$ cat src/rtl/alu_pkg.sv
// Shared definitions for the ALU result path: opcode encodings and the
// serial transmitter state type.
package alu_pkg;

   localparam logic [1:0] ADD = 2'b00;
   localparam logic [1:0] SUB = 2'b01;
   localparam logic [1:0] MUL = 2'b10;
   localparam logic [1:0] DIV = 2'b11;

   typedef enum logic [1:0] {
      IDLE,
      START,
      DATA,
      STOP
   } tx_state_t;

endpackage

$ cat src/rtl/alu_result_uart_tx_fifo.sv
// Synchronous FIFO with occupancy count; a push into a full FIFO is accepted
// only when a pop happens on the same edge.
module sync_fifo #(
   parameter int DATA_W     = 8,
   parameter int FIFO_DEPTH = 4
) (
   input  logic                          clk,
   input  logic                          rst,
   input  logic                          push,
   input  logic                          pop,
   input  logic [DATA_W-1:0]             din,
   output logic [DATA_W-1:0]             dout,
   output logic                          full,
   output logic                          empty,
   output logic [$clog2(FIFO_DEPTH):0]   count
);

   localparam int AW = $clog2(FIFO_DEPTH);

   logic [DATA_W-1:0] mem [FIFO_DEPTH];
   logic [AW-1:0]     wr_ptr;
   logic [AW-1:0]     rd_ptr;
   logic              do_push;
   logic              do_pop;

   assign empty   = (count == '0);
   assign full    = (count == ($clog2(FIFO_DEPTH)+1)'(FIFO_DEPTH));
   assign do_pop  = pop && !empty;
   assign do_push = push && (!full || do_pop);
   assign dout    = mem[rd_ptr];

   always_ff @(posedge clk) begin
      if (do_push) begin
         mem[wr_ptr] <= din;
      end
   end

   always_ff @(posedge clk) begin
      if (!rst) begin
         wr_ptr <= '0;
         rd_ptr <= '0;
         count  <= '0;
      end else begin
         if (do_push) begin
            wr_ptr <= wr_ptr + 1'b1;
         end
         if (do_pop) begin
            rd_ptr <= rd_ptr + 1'b1;
         end
         if (do_push && !do_pop) begin
            count <= count + 1'b1;
         end else if (do_pop && !do_push) begin
            count <= count - 1'b1;
         end
      end
   end

endmodule

$ cat src/rtl/alu_result_uart_tx.sv
// Captures ALU result bytes into a FIFO and sends each one as an 8N1 frame
// on a registered, idle-high serial line.
module alu_result_uart_tx
   import alu_pkg::*;
#(
   parameter int CLKS_PER_BIT = 4,
   parameter int FIFO_DEPTH   = 4,
   parameter int DATA_W       = 8
) (
   input  logic                         CLK,
   input  logic                         rst,
   input  logic [DATA_W-1:0]            alu_out,
   input  logic                         capture,
   output logic                         tx,
   output logic                         busy,
   output logic [$clog2(FIFO_DEPTH):0]  fifo_count,
   output logic                         overflow
);

   localparam int TW = $clog2(CLKS_PER_BIT);
   localparam logic [TW-1:0] T_LAST = TW'(CLKS_PER_BIT - 1);

   tx_state_t         state;
   logic [TW-1:0]     timer;
   logic [2:0]        bit_idx;
   logic [DATA_W-1:0] shift;
   logic [DATA_W-1:0] head;
   logic              bit_end;
   logic              pop;
   logic              full;
   logic              empty;
   logic              drop;

   assign bit_end = (timer == T_LAST);
   assign pop     = !empty && ((state == IDLE) || (state == STOP && bit_end));
   assign drop    = capture && full && !pop;
   assign busy    = (state != IDLE) || !empty;

   sync_fifo #(
      .DATA_W     (DATA_W),
      .FIFO_DEPTH (FIFO_DEPTH)
   ) u_fifo (
      .clk   (CLK),
      .rst   (rst),
      .push  (capture),
      .pop   (pop),
      .din   (alu_out),
      .dout  (head),
      .full  (full),
      .empty (empty),
      .count (fifo_count)
   );

   always_ff @(posedge CLK) begin
      if (!rst) begin
         state    <= IDLE;
         tx       <= 1'b1;
         timer    <= '0;
         bit_idx  <= '0;
         shift    <= '0;
         overflow <= 1'b0;
      end else begin
         if (drop) begin
            overflow <= 1'b1;
         end
         timer <= bit_end ? '0 : timer + 1'b1;
         case (state)
            IDLE: begin
               timer <= '0;
               tx    <= 1'b1;
               if (pop) begin
                  shift <= head;
                  tx    <= 1'b0;
                  state <= START;
               end
            end
            START: begin
               if (bit_end) begin
                  state   <= DATA;
                  bit_idx <= '0;
                  tx      <= shift[0];
               end
            end
            DATA: begin
               if (bit_end) begin
                  if (bit_idx == 3'd7) begin
                     state <= STOP;
                     tx    <= 1'b1;
                  end else begin
                     // next bit is presented directly from shift[1] so tx stays registered
                     shift   <= shift >> 1;
                     tx      <= shift[1];
                     bit_idx <= bit_idx + 1'b1;
                  end
               end
            end
            STOP: begin
               if (bit_end) begin
                  if (pop) begin
                     shift <= head;
                     tx    <= 1'b0;
                     state <= START;
                  end else begin
                     state <= IDLE;
                     tx    <= 1'b1;
                  end
               end
            end
            default: state <= IDLE;
         endcase
      end
   end

endmodule

$ cat config.mk
export PLATFORM = sky130hd
export DESIGN_NAME = alu_result_uart_tx
export DESIGN_NICKNAME = d
export VERILOG_FILES = /design/src/rtl/alu_pkg.sv /design/src/rtl/alu_result_uart_tx_fifo.sv /design/src/rtl/alu_result_uart_tx.sv
export SDC_FILE = /design/constraint.sdc
export NUM_CORES = 1
export LEC_CHECK = 0
export BUFFER_PORTS_ARGS = -buffer_cell sky130_fd_sc_hd__buf_4
export CAP_MARGIN = 10
export CORE_MARGIN = 2
export CORE_UTILIZATION = 45
export CTS_CLUSTER_DIAMETER = 200
export DETAILED_ROUTE_END_ITERATION = 12
export MAX_ROUTING_LAYER = met4
export PLACE_DENSITY = 0.68
export SKIP_CTS_REPAIR_TIMING = 1
export SLEW_MARGIN = 10
export SYNTH_ARGS = -nofsm -noshare
export SYNTH_HDL_FRONTEND = slang
export SYNTH_SLANG_ARGS = --single-unit
$ cat constraint.sdc
create_clock -name CLK -period 5.8 [get_ports CLK]
set_clock_uncertainty 0.2 [all_clocks]
set_input_delay 0.58 -clock CLK [delete_from_list [all_inputs] [get_ports CLK]]
set_output_delay 0.58 -clock CLK [all_outputs]
set_load 0.005 [all_outputs]
==> After elaboration in Yosys (flattened, before gate mapping) <==
Memories as Yosys holds them, arrays and structs flattened. A register that Yosys moved wholly into a read port is not among the register bits.
Index checks and enable logic that the tools add are counted.
{ "totals": {"input_bits": 11, "ff_bits": 24, "elab_cells": 84, "ramBits": 32, "out_inout_bits": 6, "mem_count": 1} }
{ "op_classes": {"n_reduce_logical": 27, "eq_ne": 12, "n_bitwise": 1, "n_mux": 28, "n_addsub": 6} }
{ "mem_list": {"columns": ["memory", "words", "width", "rd", "rd_clocked_by_memory_dff", "write_ports", "line", "source"], "rows": [
  ["u_fifo.mem", 4, 8, 1, 1, 1, "alu_result_uart_tx_fifo.sv:20", "logic [DATA_W-1:0] mem [FIFO_DEPTH];"]
]} }
{ "ops": {"columns": ["cell", "count"], "rows": [
  ["2-to-1 mux 8 bit", 4],
  ["one-hot mux 8 bit (3 select lines)", 1],
  ["2-to-1 mux 3 bit", 5],
  ["2-to-1 mux 2 bit", 7],
  ["!= test 2 bit (second input constant)", 6],
  ["logical AND 1 bit", 8],
  ["2-to-1 mux 1 bit", 8],
  ["one-hot mux 2 bit (4 select lines)", 1],
  ["AND reduction 4 bit", 2],
  ["adder 2 x 1 -> 2 bit (second input constant)", 3],
  ["adder 3 x 1 -> 3 bit (second input constant)", 2],
  ["equality test 2 bit (second input constant)", 3],
  ["equality test 3 bit (second input constant)", 2],
  ["one-hot mux 3 bit (2 select lines)", 1],
  ["nonzero test 2 bit", 3],
  ["logical NOT 1 bit", 5],
  ["AND reduction 5 bit", 1],
  ["one-hot mux 1 bit (4 select lines)", 1],
  ["logical NOT 3 bit", 1],
  ["logical OR 1 bit", 3],
  ["AND reduction 3 bit", 1],
  ["nonzero test 3 bit", 1],
  ["OR reduction 3 bit", 1],
  ["subtractor 3 x 1 -> 3 bit (second input constant)", 1],
  ["3 further kinds", 3]
]} }

==> Logic depth before layout (Yosys ltp) <==
Gate-level depths: netlist of run 1.
{ "depth": {"depth_word": 11, "depth_mapped": 10, "ltp_nobuf": 10} }

==> Modules after synthesis <==
Synthesis of run 1 repeated with hierarchy kept, for this count alone.
{ "unflattened": {"hier_cells": 194, "hier_area_um2": 2615.0} }
{ "by_module_without_submodules": {"columns": ["module", "seq_area_each_um2", "instances", "cells_per_inst", "area_per_inst_um2"], "rows": [
  ["sync_fifo", 1141.1, 1, 90, 1644.1],
  ["alu_result_uart_tx", 340.3, 1, 104, 970.9]
]} }

==> Worst setup path before layout of run 1 <==
No wires, ideal clock.
{ "synth_path": {"kind": "register to register", "startpoint": "register state[0]", "endpoint": "register u_fifo.count[2]", "arrival_ps": 2272, "setup_slack_ps": 3252, "setup_time_ps": 76, "path_stages_with_launch": 11, "t_required_ps": 5524, "path_buffers": 0, "period_less_slack_ps": 2548, "path_cell_list": "dfxtp_1 -> inv_1 -> ha_1 -> a21oi_1 -> a31oi_2 -> ha_1 -> inv_1 -> fa_1 -> xor2_1 -> or3_1 -> a21boi_0"} }
{ "synth_between": {"elab_chain_len": 10, "elab_cells_between_ends": 14} }
{ "synth_lines": {"columns": ["item", "line", "source"], "rows": [
  ["start: declaration", "alu_result_uart_tx.sv:23", "tx_state_t state;"],
  ["start signal: assignment", "alu_result_uart_tx.sv:56", "state <= IDLE;"],
  ["start signal: assignment", "alu_result_uart_tx.sv:74", "state <= START;"],
  ["start signal: assignment", "alu_result_uart_tx.sv:79", "state <= DATA;"],
  ["equality test 2 bit", "alu_result_uart_tx.sv:35", "assign pop = !empty && ((state == IDLE) || (state == STOP && bit_end));"],
  ["logical AND 1 bit", "alu_result_uart_tx.sv:35", null],
  ["logical OR 1 bit *", "alu_result_uart_tx.sv:35", null],
  ["logical AND 1 bit *", "alu_result_uart_tx.sv:35", null],
  ["logical AND 1 bit *", "alu_result_uart_tx_fifo.sv:28", "assign do_pop = pop && !empty;"],
  ["logical OR 1 bit *", "alu_result_uart_tx_fifo.sv:29", "assign do_push = push && (!full || do_pop);"],
  ["logical AND 1 bit *", "alu_result_uart_tx_fifo.sv:29", null],
  ["via u_fifo.do_push", "alu_result_uart_tx_fifo.sv:23", "logic do_push;"],
  ["logical NOT 1 bit", "alu_result_uart_tx_fifo.sv:52", "end else if (do_pop && !do_push) begin"],
  ["logical AND 1 bit", "alu_result_uart_tx_fifo.sv:52", null],
  ["nonzero test 2 bit (no line)", null, null],
  ["end signal: assignment", "alu_result_uart_tx_fifo.sv:51", "count <= count + 1'b1;"],
  ["end signal: assignment", "alu_result_uart_tx_fifo.sv:53", "count <= count - 1'b1;"],
  ["end: declaration", "alu_result_uart_tx_fifo.sv:15", "output logic [$clog2(FIFO_DEPTH):0] count"]
]} }
The timed path passes the listed nets; every way through them passes the cells marked *.
A chain may end at the register's enable or synchronous reset.

==> Worst setup path in the final report of run 1 <==
Ends and elaborated chain as after synthesis.

==> summary.log, run 1 <==
INFO  layout         syn2layout_area_growth=14.4%
INFO  clock_network  cts_tree=done
INFO  clock_network  clk_latency=0.33ns
INFO  hold_path      hold_depth=1
INFO  synthesis      postSynth.asyncResetShare=0
INFO  layout         n_antenna_cell=0
INFO  sta            slew_headroom=0.590
INFO  layout         fill_count=446
INFO  synthesis      synthTopCellsByArea=sky130_fd_sc_hd__edfxtp_1 37%, sky130_fd_sc_hd__dfxtp_1 20%, sky130_fd_sc_hd__ha_1 6.7%
INFO  hold_path      hold_path.startpoint=timer[0]
INFO  floorplan      core=0.00557sqmm
INFO  power          max_ir_drop_vdd=0.000220V
INFO  global_route   global_route.usage.total=0.163
INFO  global_route   grt.overflow.total=0
INFO  floorplan      top_level_ports=17
INFO  synthesis      synthFlopType=sky130_fd_sc_hd__edfxtp_1
INFO  floorplan      die_area=0.00644sqmm
INFO  synthesis      netlist_area=0.00262sqmm
INFO  synthesis      synthesis.area_per_instance=14.3squm
INFO  critical_path  reg2reg_depth=10
INFO  critical_path  critical_path_peak_fanout=7
INFO  layout         final_cell_area=0.00299sqmm
INFO  critical_path  timing.critical_path.arrival=2.93ns
INFO  placed_design  placement.io_buffers=16
INFO  route          vias_per_cell=5.24
INFO  synthesis      yosys.area.top_type=sky130_fd_sc_hd__edfxtp_1
INFO  synthesis      synthDominantCellAreaShare=0.367
INFO  route          drc=0
INFO  route          route.vias.total=1462
INFO  placed_design  detailed_place.area=0.00276sqmm
INFO  synthesis      synth_fp_nets=209
INFO  critical_path  timing_worst_setup_path_type=flop to flop
INFO  placed_design  hpwl_after_dpl=3020um
INFO  floorplan      die_height=80.2um
INFO  synthesis      yosysWarnings=0
INFO  sta            rsz0062_at_grt=no
INFO  sta            endpoints_failing_setup=0
INFO  route          drt-pass1-iter-count=4
INFO  sta            tns=0ns
INFO  critical_path  setup.worst_path.start_class=flop
INFO  critical_path  worst_r2r_setup_slack=2.93ns
INFO  clock_network  clkTransAtPathRegs=0.07ns
INFO  layout         fraction_of_final_layout_cells_with_drive_strength_greater_than_1=0.251
INFO  floorplan      initial_utilization=0.469
INFO  synthesis      synthesis.instances=183
INFO  layout         num-nets-final=228
INFO  global_route   largest_net_degree_at_the_start_of_global_routing=27
INFO  global_route   global_route_wire_length_before_repair=7470um
INFO  sta            worst_slew_pin_slew=0.615ns
INFO  global_route   grt_antenna_before_repair=0
INFO  critical_path  rr_endpoint=u_fifo.count[2]
INFO  critical_path  required_time_of_the_critical_path=5.86ns
INFO  outcome        outcome=finished, final reports clean
INFO  power          power.density_cell_area=483mW/mm^2
INFO  critical_path  critical_path.endpoint_type=flop
INFO  hold_path      worst_hold_path.endpoint=timer[0]
INFO  sta            period_needed=2.87ns
INFO  synthesis      postSynthRegisterBits=58
INFO  clock_network  cts-htree-levels=3
INFO  flow_run       max-cap-violations=0
INFO  synthesis      yosysSeqAreaShare=0.567
INFO  synthesis      synth_edf_count=32
INFO  floorplan      row_count=27
INFO  clock_network  numCtsBuffers=9
INFO  sta            worst_slack=2.93ns
INFO  critical_path  reg2reg_from=state[0]
INFO  route          wl_per_cell=16.1um
INFO  sta            timing_max_transition_violations_final=0
INFO  synthesis      netlist-cell-type-count=40
INFO  clock_network  clk_path_buf_depth=2
INFO  placed_design  finalWeightedCongestion=0.718
INFO  floorplan      chipWidth=80.2um
INFO  placed_design  dp_worst_setup_slack=2.98ns
INFO  hold_path      hp-class=flop to flop
INFO  sta            final.period_utilization=0.496
INFO  clock_network  clk_root_buffer_cell=sky130_fd_sc_hd__clkbuf_8
INFO  power          leakagePower=1.10nW
INFO  sta            fmax=348MHz
INFO  sta            finalHoldViolCount=0
INFO  clock_network  clock_sink_count=58
INFO  route          drt-total-wl=4480um
INFO  route          ant_nets=0
INFO  global_route   vias_in_the_first_global_route=1563
INFO  route          drt-initial-drc-count=77
## cells in the final DEF (no fill, tap or decap), types with 2 or more instances in the layout
cell	count
sky130_fd_sc_hd__a22oi_1	3
sky130_fd_sc_hd__buf_4	16
sky130_fd_sc_hd__bufinv_16	2
sky130_fd_sc_hd__nand2_1	4
sky130_fd_sc_hd__mux4_2	7
sky130_fd_sc_hd__a22o_1	2
sky130_fd_sc_hd__mux2_2	8
sky130_fd_sc_hd__o21ai_0	6
sky130_fd_sc_hd__nor4bb_1	2
sky130_fd_sc_hd__xnor2_1	4
sky130_fd_sc_hd__clkbuf_8	9
sky130_fd_sc_hd__nand3_1	2
sky130_fd_sc_hd__and2_1	9
sky130_fd_sc_hd__ha_1	14
sky130_fd_sc_hd__clkinv_4	3
sky130_fd_sc_hd__nor2b_1	15
sky130_fd_sc_hd__mux2i_1	10
sky130_fd_sc_hd__nor2_1	4
sky130_fd_sc_hd__inv_1	6
sky130_fd_sc_hd__dfxtp_1	26
sky130_fd_sc_hd__nand2b_1	2
sky130_fd_sc_hd__edfxtp_1	32
## worst max path at each step
stage | start | cells after the start | end | slack (ns)
6_report | state[0] | 10 | u_fifo.count[2] | 2.93
5_1_grt | state[0] | 10 | u_fifo.count[2] | 2.69
4_1_cts | state[0] | 10 | u_fifo.count[2] | 2.91
3_5_place_dp | state[0] | 10 | u_fifo.count[2] | 2.98
3_3_place_gp | timer[0] | 9 | u_fifo.count[2] | 3.12
2_1_floorplan | state[0] | 10 | u_fifo.count[2] | 3.25
## synth_stat cells, drive strengths merged, types with 2 or more instances
| cell | number |
|---|---|
| buf | 5 |
| o21ai | 6 |
| edfxtp | 32 |
| inv | 6 |
| ha | 14 |
| nand2b | 2 |
| or3 | 2 |
| a22o | 2 |
| a22oi | 3 |
| nand2 | 4 |
| nand3 | 2 |
| clkbuf | 3 |
| o211ai | 2 |
| dfxtp | 26 |
| mux2i | 10 |
| xnor2 | 4 |
| nor2 | 4 |
| mux4 | 8 |
| nor2b | 15 |
| nor4bb | 2 |
| mux2 | 8 |
| and2 | 9 |
## state kept, by name, indices dropped and copies added, names as in the netlist, named ones only
| register | cells |
|---|---|
| overflow | 1 |
| state | 2 |
| timer | 2 |
| shift | 8 |
| bit_idx | 3 |
| tx | 1 |
| u_fifo.wr_ptr | 2 |
| u_fifo.rd_ptr | 2 |
| u_fifo.mem | 32 |
| u_fifo.count | 3 |
## where the power goes
group | leakage [nW] | switching (mW) | internal (mW)
clock | 0.110 | 0.170 | 0.245
combinational | 0.488 | 0.218 | 0.241
sequential | 0.507 | 0.0612 | 0.508
## area by class of cell
| type | count | area [sq um] | area share |
|---|---|---|---|
| Clock buffer | 9 | 124 | 0.0414 |
| Timing Repair Buffer | 16 | 120 | 0.0402 |
| Inverter | 6 | 22.5 | 0.00753 |
| Multi-Input combinational cell | 111 | 1050 | 0.351 |
| Sequential cell | 58 | 1480 | 0.495 |
| Tap cell | 72 | 90.1 | 0.0301 |
| Clock inverter | 7 | 103 | 0.0343 |
## kinds of logic (layout without fill, tap and decap cells)
kind of cell,count (synthesis),in the layout,synth area share
flops,58,58,0.567
compound gates,21,21,0.0612
xor+xnor,5,5,0.0167
buf+inv,14,38,0.0321
mux,26,26,0.143
simple gates,44,44,0.106
fa+ha+maj,15,15,0.0746
## stage by stage
stage	power (mW)	hold WS, ns	instances	utilization
global route	1.53	0.229	279	0.536
floorplan	0.941	0.207	183	-
global placement	1.01	0.216	263	0.496
CTS	1.46	0.230	279	0.536
detailed placement	1.04	0.224	263	0.496
finish	1.44	0.233	279	0.536
## per-layer routing
layer | track usage | part of all wire
met5 | - | 0
met4 | 0.0864 | 0.015
met3 | 0.0371 | 0.024
met2 | 0.272 | 0.53
met1 | 0.182 | 0.43
## worst max-delay path, stage by stage (launching register included)
cell and delay, ns:
sky130_fd_sc_hd__dfxtp_1 0.35, sky130_fd_sc_hd__inv_1 0.16, sky130_fd_sc_hd__ha_1 0.26, sky130_fd_sc_hd__a21oi_1 0.10, sky130_fd_sc_hd__a31oi_2 0.38, sky130_fd_sc_hd__ha_1 0.26, sky130_fd_sc_hd__inv_1 0.06, sky130_fd_sc_hd__fa_1 0.38
sky130_fd_sc_hd__xor2_1 0.18, sky130_fd_sc_hd__or3_1 0.30, sky130_fd_sc_hd__a21boi_0 0.18
No activity file was read; power rests on OpenSTA's default activity.
==> run 2, diff against run 1 <==
- PLACE_DENSITY: 0.68 -> 0.71
- clock period: 5.8 -> 2.6 ns (I/O delays scaled with it)
==> run 2 against run 1 <==
  * Worst setup slack lost 2.8 ns
  * Largest cell class unchanged
  * Critical path type unchanged
  * Largest power group unchanged
  * Highest routed layer unchanged
  * Critical endpoint unchanged
  * Clock power is 120% higher
  * Sequential cell count is the same
  * Total power grew 130%
  * Wire length down 7.3%
  * Non-clock buffer count rose by 15
  * Final area is 4.5% higher
==> summary.log, run 2 (synthesis results as in run 1) <==
INFO  floorplan      initial_utilization=0.469
INFO  critical_path  timing.critical_path.arrival=2.51ns
INFO  layout         final_cell_area=0.00312sqmm
INFO  global_route   grt.overflow.total=0
INFO  floorplan      core=0.00557sqmm
INFO  critical_path  setup.worst_path.start_class=flop
INFO  clock_network  clk_latency=0.33ns
INFO  clock_network  clk_root_buffer_cell=sky130_fd_sc_hd__clkbuf_8
INFO  layout         reg_top3=u_fifo.mem: 32 flops, shift: 8 flops
INFO  sta            timing_max_transition_violations_final=0
INFO  clock_network  numCtsBuffers=9
INFO  power          leakagePower=1.17nW
INFO  layout         fill_count=452
INFO  critical_path  critPathMostFrequentCell=sky130_fd_sc_hd__ha_2
INFO  layout         layout.cells.most_common=sky130_fd_sc_hd__edfxtp_1
INFO  route          wl_per_cell=14.1um
INFO  clock_network  cts-htree-levels=3
INFO  global_route   global_route_wire_length_before_repair=6730um
INFO  layout         n_antenna_cell=0
INFO  floorplan      die_area=0.00644sqmm
INFO  layout         fraction_of_final_layout_cells_with_drive_strength_greater_than_1=0.288
INFO  floorplan      row_count=27
INFO  power          report.power.total=3.25mW
INFO  clock_network  cts_tree=done
INFO  critical_path  required_time_of_the_critical_path=2.66ns
INFO  clock_network  clk_path_buf_depth=2
INFO  route          route.vias.total=1469
INFO  sta            finalHoldViolCount=0
INFO  route          drt-pass1-iter-count=4
INFO  critical_path  series_of_cell_instances_along_the_critical_path=inv_2 > ha_2 > a21o_1 > nand2_1 > ha_2 > inv_1 > fa_1 > xor2_1 > or3_1 > a21boi_0
INFO  clock_network  clock_sink_count=58
INFO  critical_path  critical_path.endpoint_type=flop
INFO  global_route   largest_net_degree_at_the_start_of_global_routing=27
INFO  placed_design  finalWeightedCongestion=0.793
INFO  power          power.density_cell_area=1040mW/mm^2
INFO  critical_path  cpLargestDelayFamily=adder cells
INFO  placed_design  detailed_place.area=0.00281sqmm
INFO  layout         layout.cells.most_common_list=32 x sky130_fd_sc_hd__edfxtp_1, 24 x sky130_fd_sc_hd__dfxtp_1, 23 x sky130_fd_sc_hd__buf_4
INFO  placed_design  placement.io_buffers=16
INFO  global_route   vias_in_the_first_global_route=1390
INFO  floorplan      chipWidth=80.2um
INFO  layout         syn2layout_area_growth=19.5%
INFO  layout         num-nets-final=243
INFO  critical_path  worstPathBufferInverterCount=2
INFO  route          drt-total-wl=4150um
INFO  outcome        outcome=finished, final reports clean
INFO  critical_path  cpPeakStageDelay=0.38ns
INFO  critical_path  timing_worst_setup_path_type=flop to flop
INFO  critical_path  timing.critical_path.slowest_stage_cell=sky130_fd_sc_hd__dfxtp_2
INFO  floorplan      die_height=80.2um
INFO  route          vias_per_cell=5.00
INFO  sta            endpoints_failing_setup=0
INFO  global_route   grt_antenna_before_repair=0
INFO  critical_path  critical_path_peak_fanout=5
INFO  route          drt-initial-drc-count=75
INFO  floorplan      top_level_ports=17
INFO  sta            slew_headroom=0.667
INFO  hold_path      hp-class=primary input to flop
INFO  clock_network  clkTransAtPathRegs=0.07ns
INFO  flow_run       max-cap-violations=0
INFO  sta            period_needed=2.45ns
INFO  sta            fmax=408MHz
INFO  sta            rsz0062_at_grt=no
INFO  sta            final.period_utilization=0.943
INFO  layout         max_flop_register=u_fifo.mem
INFO  placed_design  hpwl_after_dpl=2720um
INFO  global_route   global_route.usage.total=0.146
INFO  sta            worst_slew_pin_slew=0.498ns
INFO  route          drc=0
INFO  layout         largest_register_ffs=32
INFO  route          ant_nets=0
INFO  power          max_ir_drop_vdd=0.000623V
## run 2: changes by cell type in the layout (fill, tap and decap cells not counted)
cell	previous run	this run
sky130_fd_sc_hd__dlygate4sd3_1	0	8
sky130_fd_sc_hd__dfxtp_2	0	2
sky130_fd_sc_hd__inv_1	6	5
sky130_fd_sc_hd__inv_2	0	1
sky130_fd_sc_hd__inv_6	1	0
sky130_fd_sc_hd__ha_2	0	3
sky130_fd_sc_hd__buf_4	16	23
sky130_fd_sc_hd__dfxtp_1	26	24
sky130_fd_sc_hd__ha_1	14	11
sky130_fd_sc_hd__clkinv_1	0	1
sky130_fd_sc_hd__clkinv_2	0	1
sky130_fd_sc_hd__clkinv_4	3	2
## run 2: report_power, final
part	total [mW]	switching [mW]	internal (mW)	leakage (nW)
logic	1.09	0.492	0.599	0.551
clock network	0.896	0.359	0.537	0.107
registers	1.26	0.128	1.14	0.507
## run 2: stage by stage
stage | setup TNS [ns] | utilization | setup slack [ns] | std cells | hold slack [ns]
after floorplan | 0 | - | 0.0524 | 183 | 0.159
after global placement | 0 | 0.504 | 0.0896 | 269 | 0.218
after detailed placement | 0 | 0.504 | 0.00680 | 269 | 0.224
after CTS | -0.00735 | 0.543 | -0.00735 | 285 | -0.0779
after global routing | 0 | 0.560 | 0.00246 | 294 | 0.0536
final | 0 | 0.560 | 0.147 | 294 | 0.0372
## run 2: cell type report
cell class / instances / area [sq um] / area share
inverter: 6 / 22.5 / 0.00721
tap: 72 / 90.1 / 0.0288
multi-input combinational: 111 / 1060 / 0.338
timing repair buffer: 31 / 253 / 0.0809
sequential: 58 / 1480 / 0.475
clock inverter: 7 / 93.8 / 0.0300
clock buffer: 9 / 124 / 0.0396
## run 2: final timing paths
| path | start | endpoint | slack [ns] | cells past startpoint |
|---|---|---|---|---|
| max | state[1] | u_fifo.count[2] | 0.15 | 10 |
| min reg2reg | timer[0] | timer[0] | 0.23 | 1 |
| min | capture | overflow | 0.04 | 3 |
| max reg2reg | state[1] | u_fifo.count[2] | 0.15 | 10 |
## run 2: per-layer routing
layer / global-route usage / up-vias / part of all wire / wire, um
li1: - / 746 / - / -
met1: 0.192 / 699 / 0.51 / 2100
met2: 0.206 / 17 / 0.45 / 1880
met3: 0.0506 / 7 / 0.029 / 119
met4: 0.0661 / 0 / 0.014 / 57
met5: - / - / 0 / 0
## run 2: tightest hold or removal path: stages
cell and delay, ns:
sky130_fd_sc_hd__buf_4 0.09, sky130_fd_sc_hd__a41oi_1 0.09, sky130_fd_sc_hd__nor2b_1 0.09
==> run 3, diff against run 2 <==
- REMOVE_ABC_BUFFERS: unset -> 1
==> run 3 against run 2 <==
  * Non-clock buffer count did not move
  * Critical path depth fell by 1
  * Critical endpoint unchanged
  * Worst setup slack improved by 0.028 ns
==> summary.log, run 3 (synthesis results as in run 1) <==
INFO  sta            worst_slew_pin_slew=0.507ns
INFO  placed_design  hpwl_after_dpl=3140um
INFO  clock_network  cts_tree=done
INFO  layout         fraction_of_final_layout_cells_with_drive_strength_greater_than_1=0.288
INFO  floorplan      initial_utilization=0.469
INFO  hold_path      hp-class=primary input to flop
INFO  placed_design  detailed_place.area=0.00281sqmm
INFO  sta            finalHoldViolCount=0
INFO  clock_network  clkTransAtPathRegs=0.06ns
INFO  sta            rsz0062_at_grt=no
INFO  clock_network  cts-htree-levels=3
INFO  critical_path  cpPeakStageDelay=0.37ns
INFO  route          route.vias.total=1523
INFO  global_route   largest_net_degree_at_the_start_of_global_routing=27
INFO  critical_path  critical_path.endpoint_type=flop
INFO  layout         layout.cells.most_common_list=32 x sky130_fd_sc_hd__edfxtp_1, 24 x sky130_fd_sc_hd__dfxtp_1, 23 x sky130_fd_sc_hd__buf_4
INFO  critical_path  worstPathBufferInverterCount=1
INFO  layout         num-nets-final=243
INFO  clock_network  numCtsBuffers=9
INFO  critical_path  timing_worst_setup_path_type=flop to flop
INFO  critical_path  cpLargestDelayFamily=adder cells
INFO  global_route   global_route.usage.total=0.167
INFO  layout         largest_register_ffs=32
INFO  route          ant_nets=0
INFO  layout         max_flop_register=u_fifo.mem
INFO  clock_network  clk_path_buf_depth=2
INFO  placed_design  finalWeightedCongestion=0.778
INFO  floorplan      row_count=27
INFO  layout         layout.cells.most_common=sky130_fd_sc_hd__edfxtp_1
INFO  critical_path  required_time_of_the_critical_path=2.66ns
INFO  layout         reg_top3=u_fifo.mem: 32 flops, shift: 8 flops
INFO  route          drc=0
INFO  critical_path  critical_path_peak_fanout=5
INFO  clock_network  clk_root_buffer_cell=sky130_fd_sc_hd__clkbuf_8
INFO  floorplan      top_level_ports=17
INFO  route          drt-total-wl=4530um
INFO  floorplan      chipWidth=80.2um
INFO  global_route   vias_in_the_first_global_route=1502
INFO  sta            final.period_utilization=0.932
INFO  power          max_ir_drop_vdd=0.000645V
INFO  floorplan      core=0.00557sqmm
INFO  floorplan      die_area=0.00644sqmm
INFO  critical_path  setup.worst_path.start_class=flop
INFO  route          drt-initial-drc-count=95
INFO  sta            fmax=412MHz
INFO  sta            tns=0ns
INFO  clock_network  clk_latency=0.33ns
INFO  route          drt-pass1-iter-count=4
INFO  route          wl_per_cell=15.4um
INFO  flow_run       max-cap-violations=0
INFO  global_route   grt_antenna_before_repair=0
INFO  critical_path  timing.critical_path.slowest_stage_cell=sky130_fd_sc_hd__fa_1
INFO  sta            slew_headroom=0.661
INFO  global_route   grt.overflow.total=0
INFO  critical_path  timing.critical_path.arrival=2.48ns
INFO  clock_network  clock_sink_count=58
INFO  critical_path  series_of_cell_instances_along_the_critical_path=ha_2 > a21oi_1 > a31oi_2 > ha_2 > inv_1 > fa_1 > xor2_1 > or3_1 > a21boi_1
INFO  floorplan      die_height=80.2um
INFO  sta            timing_max_transition_violations_final=0
INFO  global_route   global_route_wire_length_before_repair=7620um
INFO  power          power.density_cell_area=1040mW/mm^2
INFO  layout         syn2layout_area_growth=19.2%
INFO  placed_design  placement.io_buffers=16
INFO  layout         final_cell_area=0.00312sqmm
INFO  layout         n_antenna_cell=0
INFO  layout         postLayoutCoreUtil=0.559
INFO  power          leakagePower=1.16nW
INFO  route          vias_per_cell=5.18
INFO  sta            period_needed=2.42ns
INFO  sta            endpoints_failing_setup=0
INFO  critical_path  critPathMostFrequentCell=sky130_fd_sc_hd__ha_2
INFO  outcome        outcome=finished, final reports clean
[run 3: worst min-delay path, stage by stage]
cell and delay, ns:
sky130_fd_sc_hd__buf_4 0.09, sky130_fd_sc_hd__a41oi_1 0.10, sky130_fd_sc_hd__nor2b_1 0.09
[run 3: layout make-up]
class	instances	area, sq um
fill	438	2460
sequential	58	1490
multi-input combinational	111	1060
timing repair buffer	31	253
clock buffer	10	128
tap	72	90.1
clock inverter	6	81.3
inverter	6	22.5
[run 3: layer usage]
layer / global-route usage / vias to the layer above / part of all wire
li1: - / 747 / -
met1: 0.214 / 742 / 0.47
met2: 0.251 / 26 / 0.48
met3: 0.0371 / 8 / 0.029
met4: 0.0814 / 0 / 0.018
met5: - / - / 0
[run 3: through the flow]
stage / cells / hold slack (ns) / power, mW / setup WS [ns]
detailed placement: 269 / 0.254 / 2.36 / 0.0233
global placement: 269 / 0.214 / 2.33 / 0.126
floorplan: 175 / 0.149 / 2.04 / 0.0482
finish: 294 / 0.0513 / 3.24 / 0.176
global route: 294 / 0.0739 / 3.44 / 0.0499
CTS: 285 / -0.0822 / 3.24 / 0.00533
[run 3: power breakdown]
group	leakage (nW)	switching (mW)	internal, mW
Clock	0.104	0.341	0.533
Sequential	0.508	0.133	1.14
Combinational	0.551	0.502	0.595
[run 3: final timing paths]
| path | cells past startpoint | startpoint | slack [ns] | endpoint |
|---|---|---|---|---|
| max reg2reg | 9 | state[0] | 0.18 | u_fifo.count[2] |
| max | 9 | state[0] | 0.18 | u_fifo.count[2] |
| min reg2reg | 1 | timer[0] | 0.27 | timer[0] |
| min | 3 | capture | 0.05 | overflow |
